$ cat src/rtl/rng_if.sv
// Carries the random value from the generator to its consumer.
// There is no handshake: the consumer samples rnd whenever it needs a value.
interface rng_if #(
    parameter int OUT_W = 12
) ();
    logic [OUT_W-1:0] rnd;

    modport master (output rnd);
    modport slave  (input  rnd);
endinterface

$ cat src/rtl/rng.sv
// Free-running 16-bit maximal-length Galois LFSR (x^16+x^14+x^13+x^11+1).
// The low OUT_W bits of the state are presented as the random value.
module rng #(
    parameter logic [15:0] SEED  = 16'hACE1,
    parameter int          OUT_W = 12
) (
    input  logic   clk,
    input  logic   rst_n,
    rng_if.master  o_rng
);
    localparam logic [15:0] C_LOCKUP = 16'hACE1;
    localparam logic [15:0] C_TAPS   = 16'hB400;
    // A zero seed would stall the LFSR forever, so it is replaced by the default.
    localparam logic [15:0] C_SEED   = (SEED == 16'h0000) ? C_LOCKUP : SEED;

    // Declaration initialiser gives a defined power-up state even if rst_n never pulses.
    logic [15:0] r_state = C_SEED;
    logic [15:0] w_next;

    always_comb begin
        w_next = r_state >> 1;
        if (r_state == 16'h0000) begin
            w_next = C_LOCKUP;
        end else if (r_state[0]) begin
            w_next = (r_state >> 1) ^ C_TAPS;
        end
    end

    always_ff @(posedge clk or negedge rst_n) begin
        if (!rst_n) begin
            r_state <= C_SEED;
        end else begin
            r_state <= w_next;
        end
    end

    assign o_rng.rnd = r_state[OUT_W-1:0];
endmodule

$ cat src/flat_wrapper.sv
// flat-port wrapper written by rule: the top's interface ports become plain ports
module rng_flat 
#(
    parameter logic [15:0] SEED  = 16'hACE1,
    parameter int          OUT_W = 12
)
  (clk, rst_n, o_rng_rnd);
  rng_if #(.OUT_W(OUT_W)) o_rng_i ();
  input  logic clk;
  input  logic rst_n;
  output wire logic [$bits(o_rng_i.rnd)-1:0] o_rng_rnd;
  assign o_rng_rnd = o_rng_i.rnd;
  rng #(.SEED(SEED), .OUT_W(OUT_W)) u_core (.clk(clk), .rst_n(rst_n), .o_rng(o_rng_i));
endmodule
$ cat config.mk
export PLATFORM = sky130hd
export DESIGN_NAME = rng_flat
export DESIGN_NICKNAME = d
export VERILOG_FILES = /design/src/rtl/rng_if.sv /design/src/rtl/rng.sv /design/src/flat_wrapper.sv
export SDC_FILE = /design/constraint.sdc
export NUM_CORES = 1
export LEC_CHECK = 0
export ABC_AREA = 1
export CORE_UTILIZATION = 50
export CTS_BUF_LIST = sky130_fd_sc_hd__clkbuf_8
export DETAILED_ROUTE_END_ITERATION = 10
export HOLD_SLACK_MARGIN = 0.1
export PLACE_DENSITY = 0.78
export RECOVER_POWER = 25
export SYNTH_ARGS = -nofsm -noshare
export SYNTH_HDL_FRONTEND = slang
export SYNTH_SLANG_ARGS = --single-unit
$ cat constraint.sdc
create_clock -name clk -period 1.5 [get_ports clk]
set_input_delay 0.3 -clock clk [delete_from_list [all_inputs] [get_ports clk]]
set_output_delay 0.3 -clock clk [all_outputs]
set_load 0.01 [all_outputs]
# Word-level counts from Yosys, hierarchy flattened
# Cells that the tools add are included.
# Widths: inputs -> output; s select.
word_totals:
  out_inout_bits: 12
  ff_bits: 16
  elab_cells: 5
  input_bits: 2
classes:
  mux: 2
  reduce_logical: 1
  bitwise: 1
op_table:
  columns: ["cell", "count"]
  rows:
  - ["$mux 16", 2]
  - ["$logic_not 16->1", 1]
  - ["$not 3->4", 1]

# Logic depth before layout (Yosys ltp)
logic_depth:
  depth_word: 3
  ltp_mapped: 6
  mapped_depth_nobuf: 5

# Worst setup path after synthesis
# OpenSTA, ideal clock, no wires.
synth_timing:
  kind: "register to register"
  from: "reg u_core.r_state[0]"
  to: "reg u_core.r_state[0]"
  setup_time_ps: 78
  path_stages_with_launch: 7
  arrival_time_ps: 909
  synth_period_minus_slack_ps: 988
  slack_ps: 512
  n_path_buf: 1
  required_time_ps: 1422
  cell_sequence: "dfstp_2 > buf_6 > nor2_4 > nand2_2 > nor2_4 > nand2_4 > nand2_1"
synth_between:
  elab_chain_cells: 2
synth_lines:
  columns: ["item", "line_no", "text"]
  rows:
  - ["from (decl)", "rng.sv:17", "logic [15:0] r_state = C_SEED;"]
  - ["from (signal assigned)", "rng.sv:33", "r_state <= w_next;"]
  - ["$logic_not 16->1", "rng.sv:22", "if (r_state == 16'h0000) begin"]
  - ["$mux 16", "rng.sv:22", null]
  - ["net u_core.w_next[0]", "rng.sv:18", "logic [15:0] w_next;"]
# The timed path passes the listed nets, and every way through them passes these cells.

# Worst setup path after layout
layout_timing:
  from: "reg u_core.r_state[9]"
  to: "out o_rng_rnd[9]"
layout_rtl:
  columns: ["item", "line_no", "text"]
  rows:
  - ["to (decl)", "flat_wrapper.sv:11", "output wire logic [$bits(o_rng_i.rnd)-1:0] o_rng_rnd;"]
# No word-level cell between the ends.

==> summary.txt <==
Outcome: finished, final reports clean
H-tree depth: 1
Largest register FFs: 16
Routed length per instance: 10.9 um
Post-Synthesis Cells: 68
Setup Buffers After CTS: 0
Die height: 39.5 um
CTS max path bufs: 2
Max-slew headroom: 46.2%
Worst path bufs/invs: 1
Top cell type's share of synthesized area: 29.9%
I/O Buffers: 13
WL met3: 58 um
Total track usage: 14.5%
CP Launch Type: flip-flop
DRC viols: 0
Syn. warnings: 0
Placed cell areas: 739 um^2
Final setup vio count: 0
Layout area overhead: 12.3%
Arr. time, crit path: 1.15 ns
Post-Syn Area: 703 um^2
Maximum vdd drop: 0.443 mV
Setup ws final: 0.0483 ns
Largest net degree at the start of global routing: 17
CP max stage cell: clkdlybuf4s50_1
Slew Limit Fails: 0
Top reg by flops: u_core.r_state
Vias per inst: 4.49
Io pins: 14
CTS clk-pin slew, worst paths: 0.06 ns
CTS root buffer: clkbuf_8
Crit path time final: 1.45 ns
Number of distinct library cells after synthesis: 13
Crit-path cells: clkdlybuf4s50_1
Unrepaired setup endpoints after global routing: false
Yosys top cell by area: dfstp_2
Detail Route Antenna Nets: 0
First-pass GRT wire length: 1330 um
Placer Congestion: 0.731
Met2 wire length: 417 um
Clk_skew: 0.00132 ns
Initial antenna violation count: 0
Die ar.: 0.00156 mm^2
Clk sinks: 16
Total negative slack: 0 ns
Vias in the first global route: 317
Leakage: 0.366 nW
PwrDens: 1030 mW/mm^2
Met1 WL: 391 um
CP required: 1.20 ns
Syn avg cell area: 10.3 um^2
Initial core utilization: 54.0%
Via count: 368
CP Capture Type: primary output
Hold buffer count at CTS: 0
Share of the cycle needed by the critical path after routing: 96.8%
Ant diodes: 0
Sequential fraction of the synthesis area: 58.4%
Top Registers: u_core.r_state: 16 flops
Critical path class: reg2out
Clk Latency, worst-skew pair: 0.25 ns
CTS tree: done
Final #Nets: 70
Top Metal Used: met4
Post-Route WL: 892 um
Critical path's largest stage delay: 0.54 ns
Dominant cells by area after synthesis: dfstp_2, dfrtp_1, buf_4
Layout cells sized above 1: 28.4%
Floorplan row count: 13
Final Power: 0.000813 W
Core Area: 0.00130 mm^2
Pre-CTS setup slack: 0.125 ns
FF+latch count, synth: 16
CTS buffer count: 3
CP top delay family: buffers and inverters
Die X: 39.5 um
Final design area excluding fillers: 790 um^2
Hold Fails Final Rpt: 0
Fmax: 0.689 GHz
Initial DRC count: 5
Grt ovf: 0
DRT Pass-1 Iters: 3
Class of the worst hold path: reg2reg
Synthesized Nets: 70
Max Cap Violations: 0
Slew @ Worst Pin: 0.807 ns
Worst-path maximum fanout: 3
through the flow:
| step | utilization (%) | instances | hold WS (ns) |
|---|---|---|---|
| after global routing | 60.7 | 82 | 0.412 |
| after floorplan | - | 68 | 0.00441 |
| after global placement | 56.8 | 78 | 0.386 |
| after detailed placement | 56.8 | 78 | 0.392 |
| after CTS | 60.4 | 82 | 0.370 |
| final | 60.7 | 82 | 0.403 |
synth_stat cells, drive strengths merged:
cell type	number
inv	6
dfrtp	8
dfstp	8
xor2	1
buf	13
nand2	13
xnor2	2
clkbuf	7
nor2	10
routing by layer:
| layer | GRT usage (%) | vias to the layer above |
|---|---|---|
| li1 | - | 177 |
| met1 | 16.2 | 176 |
| met2 | 21.3 | 12 |
| met3 | 5.11 | 3 |
| met4 | 12.9 | 0 |
| met5 | 0 | - |
placed cells by master, fill, tap and decap left out, drive strengths merged:
master / count
inv: 6
nand2: 13
dlymetal6s2s: 3
buf: 1
xnor2: 2
dlygate4sd3: 1
dlygate4sd2: 7
clkbuf: 5
xor2: 1
clkdlybuf4s50: 2
dfstp: 8
nor2: 10
dfrtp: 8
cell type report:
| class | instances | area (um^2) |
|---|---|---|
| tap | 15 | 18.8 |
| timing repair buffer | 15 | 140 |
| sequential | 16 | 410 |
| multi-input combinational | 26 | 143 |
| fill | 110 | 512 |
| clock buffer | 4 | 55.1 |
| inverter | 6 | 22.5 |
worst register-to-register path, stage by stage, from the launching register on:
cell and delay, ns:
dfstp_2 0.54, buf_4 0.16, nor2_4 0.05, nand2_2 0.07, nor2_4 0.04, nand2_4 0.11, nand2_1 0.07
cell families (layout without fill, tap and decap cells):
kind of cell | Yosys count | after routing | synth area share, %
XOR/XNOR | 3 | 3 | 3.74
AND/OR/NAND/NOR | 23 | 23 | 16.5
flip-flops | 16 | 16 | 58.4
buffers and inverters | 26 | 25 | 21.4
final timing paths:
| kind | from | endpoint | slack [ns] | cells after the start |
|---|---|---|---|---|
| setup / recovery | u_core.r_state[9] | o_rng_rnd[9] | 0.05 | 1 |
| hold / removal | u_core.r_state[4] | u_core.r_state[3] | 0.40 | 0 |
| setup reg to reg | u_core.r_state[0] | u_core.r_state[0] | 0.41 | 6 |
| hold reg to reg | u_core.r_state[4] | u_core.r_state[3] | 0.40 | 0 |
| max in group asynchronous | rst_n | u_core.r_state[9] | 0.35 | 2 |
| min in group asynchronous | rst_n | u_core.r_state[4] | 0.65 | 2 |
where the power goes:
| part | leakage (nW) | total, W | switching (W) | internal [W] |
|---|---|---|---|---|
| Combinational | 0.165 | 0.0000101 | 0.00000782 | 0.00000224 |
| Clock | 0.0288 | 0.000370 | 0.000137 | 0.000233 |
| Sequential | 0.173 | 0.000433 | 0 | 0.000433 |
what timing repair did:
item / CTS / global route
hold endpoints to repair: 0 / 0
gates resized for setup: 7 / 3
setup endpoints to repair: 7 / 3
cloned: 0 / 0
Power figures use the tool's default switching activity.
